--- src/rtl/grf_arb_pkg.sv ---
// Shared types and helpers for the GRF write arbiter slice.
package grf_arb_pkg;

    localparam int REG_W  = 5;
    localparam int DATA_W = 32;
    localparam int NREGS  = 32;

    // One queued long-latency result: destination, data and PC for the trace.
    typedef struct packed {
        logic [REG_W-1:0]  wa;
        logic [DATA_W-1:0] wd;
        logic [DATA_W-1:0] pc;
    } wb_entry_t;

    // Onehot decode of a register index, used to build the pending mask.
    function automatic logic [NREGS-1:0] reg_onehot(input logic [REG_W-1:0] wa);
        logic [NREGS-1:0] v;
        v     = {NREGS{1'b0}};
        v[wa] = 1'b1;
        return v;
    endfunction

endpackage

--- src/rtl/grf_write_arbiter_if.sv ---
// Bundle of the W-stage, long-latency source and GRF write port signals.
interface grf_write_arbiter_if #(
    parameter int DEPTH = 4
);
    import grf_arb_pkg::*;

    // W stage
    logic                  w_we;
    logic [REG_W-1:0]      w_wa;
    logic [DATA_W-1:0]     w_wd;
    logic [DATA_W-1:0]     w_pc;
    // long-latency result source
    logic                  u_valid;
    logic                  u_ready;
    logic [REG_W-1:0]      u_wa;
    logic [DATA_W-1:0]     u_wd;
    logic [DATA_W-1:0]     u_pc;
    // GRF write port
    logic                  grf_we;
    logic [REG_W-1:0]      grf_wa;
    logic [DATA_W-1:0]     grf_wd;
    logic [DATA_W-1:0]     grf_pc;
    // decode-side status
    logic [NREGS-1:0]      pending_mask;
    logic                  stall_req;
    logic [$clog2(DEPTH):0] fifo_count;

    // Pipeline / result-source side.
    modport master (
        output w_we, w_wa, w_wd, w_pc,
        output u_valid, u_wa, u_wd, u_pc,
        input  u_ready,
        input  grf_we, grf_wa, grf_wd, grf_pc,
        input  pending_mask, stall_req, fifo_count
    );

    // Arbiter side.
    modport slave (
        input  w_we, w_wa, w_wd, w_pc,
        input  u_valid, u_wa, u_wd, u_pc,
        output u_ready,
        output grf_we, grf_wa, grf_wd, grf_pc,
        output pending_mask, stall_req, fifo_count
    );

endinterface

--- src/rtl/grf_wb_fifo.sv ---
// Ring buffer holding long-latency results until the GRF port is free.
// Pops only from registered occupancy, so an entry pushed this cycle can
// never leave in the same cycle.
module grf_wb_fifo
    import grf_arb_pkg::*;
#(
    parameter int DEPTH = 4
) (
    input  logic                           clk,
    input  logic                           reset,
    input  logic                           push,
    input  wb_entry_t                      push_data,
    input  logic                           pop,
    output wb_entry_t                      head_data,
    output logic [$clog2(DEPTH):0]         count,
    output logic [DEPTH-1:0]               valid,
    output logic [DEPTH-1:0][REG_W-1:0]    wa_vec
);

    localparam int PTR_W = $clog2(DEPTH);
    localparam int CNT_W = PTR_W + 1;
    localparam logic [CNT_W-1:0] DEPTH_C = CNT_W'(DEPTH);
    localparam logic [CNT_W-1:0] CNT_ONE = CNT_W'(1);
    localparam logic [PTR_W-1:0] PTR_ONE = PTR_W'(1);

    wb_entry_t          mem_r [DEPTH];
    logic [PTR_W-1:0]   head_r;
    logic [PTR_W-1:0]   tail_r;
    logic [CNT_W-1:0]   count_r;
    logic [DEPTH-1:0]   valid_r;
    logic               do_push_s;
    logic               do_pop_s;

    assign do_push_s = push && (count_r != DEPTH_C);
    assign do_pop_s  = pop && (count_r != {CNT_W{1'b0}});

    // Storage, pointers, occupancy and per-entry valid bits.
    always_ff @(posedge clk) begin
        if (reset) begin
            head_r  <= {PTR_W{1'b0}};
            tail_r  <= {PTR_W{1'b0}};
            count_r <= {CNT_W{1'b0}};
            valid_r <= {DEPTH{1'b0}};
            for (int i = 0; i < DEPTH; i++) begin
                mem_r[i] <= '{wa: {REG_W{1'b0}}, wd: {DATA_W{1'b0}}, pc: {DATA_W{1'b0}}};
            end
        end else begin
            if (do_push_s) begin
                mem_r[tail_r]   <= push_data;
                valid_r[tail_r] <= 1'b1;
                tail_r          <= tail_r + PTR_ONE;
            end
            if (do_pop_s) begin
                valid_r[head_r] <= 1'b0;
                head_r          <= head_r + PTR_ONE;
            end
            case ({do_push_s, do_pop_s})
                2'b10:   count_r <= count_r + CNT_ONE;
                2'b01:   count_r <= count_r - CNT_ONE;
                default: count_r <= count_r;
            endcase
        end
    end

    // Expose destination registers of every slot for the pending mask.
    always_comb begin
        for (int i = 0; i < DEPTH; i++) begin
            wa_vec[i] = mem_r[i].wa;
        end
    end

    assign head_data = mem_r[head_r];
    assign count     = count_r;
    assign valid     = valid_r;

endmodule

--- src/rtl/grf_write_arbiter.sv ---
// Arbitrates the single GRF write port between the W stage (always wins)
// and queued long-latency results, and reports pending registers and a
// starvation stall request to decode.
module grf_write_arbiter
    import grf_arb_pkg::*;
#(
    parameter int DEPTH        = 4,
    parameter int STARVE_LIMIT = 8
) (
    input  logic                clk,
    input  logic                reset,
    grf_write_arbiter_if.slave  bus
);

    localparam int CNT_W = $clog2(DEPTH) + 1;
    localparam int AGE_W = $clog2(STARVE_LIMIT + 1);
    localparam logic [CNT_W-1:0] DEPTH_C = CNT_W'(DEPTH);
    localparam logic [AGE_W-1:0] LIMIT_C = AGE_W'(STARVE_LIMIT);
    localparam logic [AGE_W-1:0] AGE_ONE = AGE_W'(1);

    wb_entry_t                  head_s;
    wb_entry_t                  push_data_s;
    logic [CNT_W-1:0]           count_s;
    logic [DEPTH-1:0]           valid_s;
    logic [DEPTH-1:0][REG_W-1:0] wa_vec_s;
    logic                       ready_s;
    logic                       push_s;
    logic                       pop_s;
    logic                       w_sel_s;
    logic                       nonempty_s;
    logic                       grf_we_s;
    logic [REG_W-1:0]           grf_wa_s;
    logic [DATA_W-1:0]          grf_wd_s;
    logic [DATA_W-1:0]          grf_pc_s;
    logic [NREGS-1:0]           mask_s;
    logic [AGE_W-1:0]           age_r;
    logic [AGE_W-1:0]           age_next_s;
    logic                       stall_r;

    // Ready depends only on registered occupancy; a full FIFO never accepts
    // even when the head is leaving this cycle.
    assign ready_s     = !reset && (count_s < DEPTH_C);
    assign nonempty_s  = (count_s != {CNT_W{1'b0}});
    assign w_sel_s     = bus.w_we && (bus.w_wa != {REG_W{1'b0}});
    // Results for r0 complete the handshake but are never stored.
    assign push_s      = bus.u_valid && ready_s && (bus.u_wa != {REG_W{1'b0}});
    assign pop_s       = !reset && !w_sel_s && nonempty_s;
    assign push_data_s = '{wa: bus.u_wa, wd: bus.u_wd, pc: bus.u_pc};

    grf_wb_fifo #(
        .DEPTH (DEPTH)
    ) u_fifo (
        .clk       (clk),
        .reset     (reset),
        .push      (push_s),
        .push_data (push_data_s),
        .pop       (pop_s),
        .head_data (head_s),
        .count     (count_s),
        .valid     (valid_s),
        .wa_vec    (wa_vec_s)
    );

    // Write port mux: W stage first, then FIFO head, otherwise no write.
    always_comb begin
        grf_we_s = 1'b0;
        grf_wa_s = {REG_W{1'b0}};
        grf_wd_s = {DATA_W{1'b0}};
        grf_pc_s = {DATA_W{1'b0}};
        if (reset) begin
            grf_we_s = 1'b0;
        end else if (w_sel_s) begin
            grf_we_s = 1'b1;
            grf_wa_s = bus.w_wa;
            grf_wd_s = bus.w_wd;
            grf_pc_s = bus.w_pc;
        end else if (nonempty_s) begin
            grf_we_s = 1'b1;
            grf_wa_s = head_s.wa;
            grf_wd_s = head_s.wd;
            grf_pc_s = head_s.pc;
        end else begin
            grf_we_s = 1'b0;
        end
    end

    // Pending mask: OR of destination onehots over occupied slots.
    always_comb begin
        mask_s = {NREGS{1'b0}};
        for (int i = 0; i < DEPTH; i++) begin
            if (valid_s[i]) begin
                mask_s = mask_s | reg_onehot(wa_vec_s[i]);
            end else begin
                mask_s = mask_s;
            end
        end
    end

    // Age of the head: clears on pop or when empty, otherwise saturates.
    always_comb begin
        age_next_s = age_r;
        if (pop_s || !nonempty_s) begin
            age_next_s = {AGE_W{1'b0}};
        end else if (age_r < LIMIT_C) begin
            age_next_s = age_r + AGE_ONE;
        end else begin
            age_next_s = age_r;
        end
    end

    // Age register and registered starvation request.
    always_ff @(posedge clk) begin
        if (reset) begin
            age_r   <= {AGE_W{1'b0}};
            stall_r <= 1'b0;
        end else begin
            age_r   <= age_next_s;
            stall_r <= (age_next_s >= LIMIT_C);
        end
    end

    assign bus.u_ready      = ready_s;
    assign bus.grf_we       = grf_we_s;
    assign bus.grf_wa       = grf_wa_s;
    assign bus.grf_wd       = grf_wd_s;
    assign bus.grf_pc       = grf_pc_s;
    assign bus.pending_mask = mask_s;
    assign bus.stall_req    = stall_r;
    assign bus.fifo_count   = count_s;

endmodule
--- src/flat_wrapper.sv ---
// flat-port wrapper written by rule: the top's interface ports become plain ports
module grf_write_arbiter_flat import grf_arb_pkg::*;
#(
    parameter int DEPTH        = 4,
    parameter int STARVE_LIMIT = 8
)
  (clk, reset, bus_w_we, bus_w_wa, bus_w_wd, bus_w_pc, bus_u_valid, bus_u_wa, bus_u_wd, bus_u_pc, bus_u_ready, bus_grf_we, bus_grf_wa, bus_grf_wd, bus_grf_pc, bus_pending_mask, bus_stall_req, bus_fifo_count);
  grf_write_arbiter_if #(.DEPTH(DEPTH)) bus_i ();
  input  logic clk;
  input  logic reset;
  input wire logic [$bits(bus_i.w_we)-1:0] bus_w_we;
  input wire logic [$bits(bus_i.w_wa)-1:0] bus_w_wa;
  input wire logic [$bits(bus_i.w_wd)-1:0] bus_w_wd;
  input wire logic [$bits(bus_i.w_pc)-1:0] bus_w_pc;
  input wire logic [$bits(bus_i.u_valid)-1:0] bus_u_valid;
  input wire logic [$bits(bus_i.u_wa)-1:0] bus_u_wa;
  input wire logic [$bits(bus_i.u_wd)-1:0] bus_u_wd;
  input wire logic [$bits(bus_i.u_pc)-1:0] bus_u_pc;
  output wire logic [$bits(bus_i.u_ready)-1:0] bus_u_ready;
  output wire logic [$bits(bus_i.grf_we)-1:0] bus_grf_we;
  output wire logic [$bits(bus_i.grf_wa)-1:0] bus_grf_wa;
  output wire logic [$bits(bus_i.grf_wd)-1:0] bus_grf_wd;
  output wire logic [$bits(bus_i.grf_pc)-1:0] bus_grf_pc;
  output wire logic [$bits(bus_i.pending_mask)-1:0] bus_pending_mask;
  output wire logic [$bits(bus_i.stall_req)-1:0] bus_stall_req;
  output wire logic [$bits(bus_i.fifo_count)-1:0] bus_fifo_count;
  assign bus_i.w_we = bus_w_we;
  assign bus_i.w_wa = bus_w_wa;
  assign bus_i.w_wd = bus_w_wd;
  assign bus_i.w_pc = bus_w_pc;
  assign bus_i.u_valid = bus_u_valid;
  assign bus_i.u_wa = bus_u_wa;
  assign bus_i.u_wd = bus_u_wd;
  assign bus_i.u_pc = bus_u_pc;
  assign bus_u_ready = bus_i.u_ready;
  assign bus_grf_we = bus_i.grf_we;
  assign bus_grf_wa = bus_i.grf_wa;
  assign bus_grf_wd = bus_i.grf_wd;
  assign bus_grf_pc = bus_i.grf_pc;
  assign bus_pending_mask = bus_i.pending_mask;
  assign bus_stall_req = bus_i.stall_req;
  assign bus_fifo_count = bus_i.fifo_count;
  grf_write_arbiter #(.DEPTH(DEPTH), .STARVE_LIMIT(STARVE_LIMIT)) u_core (.clk(clk), .reset(reset), .bus(bus_i));
endmodule
--- config.mk ---
export PLATFORM = sky130hd
export DESIGN_NAME = grf_write_arbiter_flat
export DESIGN_NICKNAME = d
export VERILOG_FILES = /design/src/rtl/grf_arb_pkg.sv /design/src/rtl/grf_write_arbiter_if.sv /design/src/rtl/grf_wb_fifo.sv /design/src/rtl/grf_write_arbiter.sv /design/src/flat_wrapper.sv
export SDC_FILE = /design/constraint.sdc
export NUM_CORES = 1
export LEC_CHECK = 0
export ABC_AREA = 0
export BUFFER_PORTS_ARGS = -buffer_cell sky130_fd_sc_hd__buf_2
export CAP_MARGIN = 20
export CORE_MARGIN = 3
export CORE_UTILIZATION = 60
export DETAILED_ROUTE_END_ITERATION = 6
export GPL_TIMING_DRIVEN = 0
export HOLD_SLACK_MARGIN = 0.02
export PLACE_DENSITY = 0.85
export SLEW_MARGIN = 0
export SYNTH_ARGS = -nofsm -noshare
export SYNTH_HDL_FRONTEND = slang
export SYNTH_SLANG_ARGS = --single-unit
--- constraint.sdc ---
create_clock -name clk -period 17.8 [get_ports clk]
set_clock_uncertainty 0.2 [all_clocks]
set_input_delay 2.67 -clock clk [delete_from_list [all_inputs] [get_ports clk]]
set_output_delay 2.67 -clock clk [all_outputs]
set_load 0.03 [all_outputs]
# [Word-level counts from Yosys, hierarchy flattened]
# Memories as Yosys holds them, arrays and structs flattened. A register that Yosys moved wholly into a read port is not among the register bits.
# Cells that the tools add are included.
# W data, S select, Z words.
[word_totals] reg_bits=16 latch_bits=0 ramBits=276 mem_bits_ro=0 output_inout_bits=107 wordCells=103 n_memories=1
[memory_table] memory="u_core.u_fifo.mem_r" words=4 width=69 read_ports=5 rd_ports_with_merged_regs=1 wr=4 line_no="grf_wb_fifo.sv:26" source="wb_entry_t mem_r [DEPTH];"
[op_classes] addsub=5 n_mul=0 n_div=0 magnitude_cmp=15 eq_ne=3 shifts=0 muxes=44 bitwise_logic=6 n_reduce_logical=23
[op_table] cell="$mux W32" n=10
[op_table] cell="$or A32 B32 Y32" n=3
[op_table] cell="$mux W69" n=1
[op_table] cell="$reduce_or A69 Y1" n=1
[op_table] cell="$lt A5 B6 Y1 const B" n=4
[op_table] cell="$demux W1 S5" n=4
[op_table] cell="$ge A5 B1 Y1 const B" n=4
[op_table] cell="$mux W4" n=5
[op_table] cell="$mux W1" n=15
[op_table] cell="$mux W5" n=3
[op_table] cell="$logic_and A1 B1 Y1" n=14
[op_table] cell="$reduce_bool A5 Y1" n=2
[op_table] cell="$lt A2 B3 Y1 const B" n=2
[op_table] cell="$mux W2" n=3
[op_table] cell="$pmux W3 S2" n=1
[op_table] cell="$add A2 B1 Y2 const B" n=2
[op_table] cell="$add A4 B1 Y4 const B" n=1
[op_table] cell="$and A4 B4 Y4" n=1
[op_table] cell="$demux W1 S2" n=2
[op_table] cell="$ge A2 B1 Y1 const B" n=2
[op_table] cell="$ge A4 B4 Y1 const B" n=1
[op_table] cell="$lt A4 B4 Y1 const B" n=1
[op_table] cell="$not A4 Y4" n=1
[op_table] cell="$or A4 B4 Y4" n=1
[op_table] cell="other kinds (10)" n=12

# [Longest topological paths before layout]
[logic_depth] ltp_word=11 depth_mapped=9

# [Cells and area by module]
# A second synthesis with hierarchy kept.
[unflattened] hier_cells=1177 hier_area_um2=15477.3
[modules_own_cells] mod="grf_wb_fifo" n_inst=1 cells_per_inst=764 area_per_inst_um2=12749.7 seq_area_each_um2=8548.2
[modules_own_cells] mod="grf_write_arbiter" n_inst=1 cells_per_inst=413 area_per_inst_um2=2727.6 seq_area_each_um2=100.1

# [Worst setup path before layout]
# Ideal clock, no wire load.
[synth_path] kind="in2reg" startpoint="in reset" endpoint="mem u_core.u_fifo.mem_r[3][0] in the netlist's numbering, enable pin" setup_ns=0.598 arrival_ns=8.265 t_required_ns=17.002 slack_ns=8.737 stages=4 path_buffers=0 path_cell_list="nor3b_4 > o21a_4 > inv_4 > o31ai_1"
[synth_lines] element="start: declaration" line_no="flat_wrapper.sv:10" source="input logic reset;"
[synth_lines] element="end: declaration" line_no="grf_wb_fifo.sv:26"

# [Final worst setup path]
[layout_path] startpoint="in bus_w_wa[1]" endpoint="out bus_grf_pc[23]"
[layout_between] elab_chain_cells=4
[layout_lines] element="start: declaration" line_no="flat_wrapper.sv:12" source="input wire logic [$bits(bus_i.w_wa)-1:0] bus_w_wa;"
[layout_lines] element="$reduce_bool A5 Y1" line_no="grf_write_arbiter.sv:44" source="assign w_sel_s = bus.w_we && (bus.w_wa != {REG_W{1'b0}});"
[layout_lines] element="$logic_and A1 B1 Y1" line_no="grf_write_arbiter.sv:44"
[layout_lines] element="$mux W32" line_no="grf_write_arbiter.sv:72" source="end else if (w_sel_s) begin"
[layout_lines] element="$mux W32" line_no="grf_write_arbiter.sv:70" source="if (reset) begin"
[layout_lines] element="end: declaration" line_no="flat_wrapper.sv:23" source="output wire logic [$bits(bus_i.grf_pc)-1:0] bus_grf_pc;"
# No other way between the ends.

==> key figures <==
Outcome
  • Outcome: complete, no violations

Critical path
  • Critical path depth in cells: 8
  • CP dominant cell by count: buf_2
  • Worst EP arrival: just over 5000 ps
  • CP top delay family: buffers and inverters
  • WS Path Type: in -> out
  • CP max stage delay: 540 ps
  • CP max stage cell: or4_1
  • CP cell instances: buf_2, or4_1, o21ai_2, nor2_1, clkbuf_1, buf_2, a22o_1, buf_2
  • Setup crit start kind: primary input
  • Flop-to-flop setup slack: 14180 ps
  • R2r worst-path depth: 7
  • CP required: 14930 ps
  • WP buf/inv: 4
  • Worst Setup End Kind: output pin
  • RR Endpoint: u_core.u_fifo.mem_r[1][41]
  • RR Startpoint: u_core.u_fifo.count[2]
  • CP Max Fanout: 10

Synth
  • Primary FF master, synth: edfxtp_1
  • Async SR Flop Fraction: 0
  • Post-synth EDFFs: between 200 and 300
  • Flops & latches, synth: 294
  • Post-Syn Nets: 1158
  • Synth warn: 0
  • Synthesized area per cell: 14.4 um^2
  • Area of the mapped netlist: 14400 um^2
  • Yosys cell types: 55
  • Gate Count Post-Synth: 1005
  • Seq/Total Area, Yosys: 0.599

Clocking
  • H-tree depth: 1
  • CTS tree: built
  • Cts bufs inserted: 30
  • Hold Buf Count CTS: 0
  • Worst-path clk slew: approximately 60 ps
  • Post-CTS setup buffers: 0
  • Clk_lat worst skew: 530 ps
  • Root buffer cell: clkbuf_16
  • Resized Gates After CTS: 0
  • Sink Count: 294
  • Max Buffers Root-to-Sink: 3

Global route
  • Largest net degree at the start of global routing: 50
  • Met1 Resource Use GR: 0.381
  • First-pass GRT wire length: 56.6 mm
  • Vias in the first global route: 10056
  • GRT Total Usage: 0.285
  • GR Util met2: 0.484
  • GRT Max-Usage Layer: met2
  • M3 GR Usage: 0.0464
  • Grt ovf: 0
  • Antenna violations before repair: 7

Placed design
  • GP Congestion: 0.961
  • Placed cells: 1580
  • Post-place setup slack: 9930 ps
  • PortBufs: about 250
  • Hpwl dp: 25.7 mm

Die
  • Area of the die: 25900 um^2
  • Width of the die: 161 um
  • Placeable Area: 23500 um^2
  • I/O Pins: 249
  • Row cnt: 56
  • Height of the die: about 160 um
  • Initial Utilization: 0.613

STA
  • TNS Setup: 0 ps
  • Slew HR: 0.342
  • Fmax: 0.127 GHz
  • Hold WS: 336 ps
  • Final period util: 0.444
  • RSZ-0062 raised after global routing: false
  • Worst slew pin tran: about 1000 ps
  • Final Max Tran Viols: 0
  • Fin. Hold Viols: 0
  • Clock period minus worst slack: 7900 ps
  • Final setup fails: 0
  • Setup ws final: approximately 9900 ps

Pwr
  • Sequential share of power: 0.499
  • Power Internal: 1.23 mW
  • Pwr/cell area: 96.2 nW/um^2
  • Comb pwr share: 0.151
  • VDD IR-drop max: 70.4 uV
  • Leakage: 6.73 nW
  • Sw Ratio: 0.254
  • Clock Power Share: 0.349
  • Sw Pwr: 0.420 mW

Drt
  • Drt pass-1 iters: 5
  • Initial DRC Count: a little under 1000
  • Routed WL: 37.5 mm
  • Drt wl/cell: 22.9 um
  • Antenna Nets Post-Route: 0
  • Vias: about 10000
  • DRC viols: 0
  • Vias per inst: 6.10

Worst hold path
  • WHS Path Cells: 2
  • Min-Delay Startpoint: u_core.age_r[1]
  • Hold Crit Endpoint: u_core.age_r[1]
  • Hold crit path type: reg -> reg

Cells and area
  • Final core occ: 0.730
  • Fin nets: around 1400
  • Layout cells sized above 1: 0.306
  • Area Growth Syn to Fin: 19.1%
  • Layout Cells excl Fill: about 1600

Flow run
  • MaxCap Viol Count: 0
## power by group through the flow
stage / Sequential (mW) / Combinational [mW] / Clock (mW)
final: 0.826 / 0.250 / 0.578
after global routing: 0.830 / 0.268 / 0.610
after CTS: 0.825 / 0.252 / 0.583
after detailed placement: 0.840 / 0.251 / 0
after global placement: 0.840 / 0.239 / 0
after floorplan: 0.836 / 0.161 / 0
## layout make-up
cell class | count | area, um^2
Buffer | 74 | 309
Fill cell | 1573 | 6360
Antenna cell | 3 | 7.51
Multi-Input combinational cell | 629 | 5460
Clock inverter | 19 | 123
Sequential cell | 294 | 8650
Timing Repair Buffer | 256 | 1430
Clock buffer | 37 | 777
Inverter | 8 | 32.5
Tap cell | 319 | 399
## tightest hold or removal path, delay by kind of cell (launching register included)
| kind | cells | cell delay (ps) |
|---|---|---|
| multiplexers | 1 | 80 |
| AND/OR/NAND/NOR | 1 | 70 |
| flip-flops | 1 | 350 |
## kinds of logic after synthesis
family                   after synthesis  synth area share
buffers and inverters                 82            0.0237
flip-flops                           294             0.599
AO/OA/AOI/OAI                        155            0.0871
adder cells (fa/ha/maj)               11            0.0101
XOR/XNOR                               4           0.00243
multiplexers                          72             0.110
AND/OR/NAND/NOR                      387             0.168
## flip-flops by register name, summed over array words and instances (netlist names), named ones only
register              count
u_core.u_fifo.tail_r      2
u_core.bus.stall_req      1
u_core.u_fifo.valid       4
u_core.u_fifo.head_r      2
u_core.age_r              4
u_core.u_fifo.count       3
u_core.u_fifo.mem_r     276
## how the worst max path moves through the flow
stage	start	endpoint	slack (ps)
3_5_place_dp	bus_w_wa[1]	bus_grf_pc[23]	9930
3_3_place_gp	reset	u_core.u_fifo.mem_r[3][48]	4620
2_1_floorplan	reset	u_core.u_fifo.mem_r[3][0]	8740
6_report	bus_w_wa[1]	bus_grf_pc[23]	9900
4_1_cts	bus_w_wa[1]	bus_grf_pc[23]	9930
5_1_grt	bus_w_wa[3]	bus_grf_pc[23]	9840
## layer usage
| layer | routed length, um | share of wire |
|---|---|---|
| met3 | 3350 | 0.089 |
| met5 | 54 | 0.0014 |
| met2 | 18900 | 0.50 |
| met1 | 14200 | 0.38 |
| met4 | 946 | 0.025 |
## cells in the final DEF, fill, tap and decap left out, types with 4 or more instances in the layout
cell type,Yosys,routed
a221o_1,12,12
dfxtp_1,18,18
mux4_2,69,69
nand3b_1,14,14
o221ai_1,15,15
nor3b_1,8,8
nand2_1,15,15
nand3_1,6,6
clkbuf_1,56,63
and3_1,5,5
nor3_1,4,4
and3b_1,9,9
buf_2,12,260
o22ai_1,13,13
a21oi_1,14,14
nor2_1,23,23
clkbuf_16,0,30
a22oi_1,9,9
inv_1,7,7
a22o_1,67,67
buf_16,0,5
a211oi_1,4,4
or3_1,5,5
and2_1,272,272
or3b_2,9,9
clkinv_2,0,6
ha_1,10,10
clkinv_1,0,10
edfxtp_1,276,276
## synthesized netlist by cell type, drive strengths merged, types with 2 or more instances
cell	instances	area (um^2)
nand3	6	30.0
or4	2	15.0
xor2	2	17.5
o31ai	2	15.0
or2	6	37.5
inv	8	32.5
ha	10	125
nand3b	14	105
a22o	67	587
nor2b	2	12.5
o21a	2	22.5
o21ai	4	23.8
xnor2	2	17.5
o211ai	3	22.5
nor3	7	56.3
and3	5	31.3
nor3b	9	78.8
o22ai	13	81.3
clkbuf	57	215
nor2	23	86.3
edfxtp	276	8290
dfxtp	18	360
mux4	69	1550
a21oi	14	70.1
and2	272	1700
mux2i	3	30.0
a221o	12	120
and3b	9	78.8
a22oi	9	67.6
a2bb2oi	3	26.3
or3b	9	78.8
or3	5	31.3
buf	17	93.8
nand2	15	56.3
a211oi	4	30.0
o221ai	15	131
nor4	3	18.8
## per-stage QoR
| stage | cell area, um^2 | power [mW] |
|---|---|---|
| 2_1_floorplan | 14400 | 0.997 |
| 3_3_place_gp | 16100 | 1.08 |
| 3_5_place_dp | 16300 | 1.09 |
| 4_1_cts | 17200 | 1.66 |
| 5_1_grt | 17200 | 1.71 |
| 6_report | 17200 | 1.65 |
(Power assumes the default switching activity.)
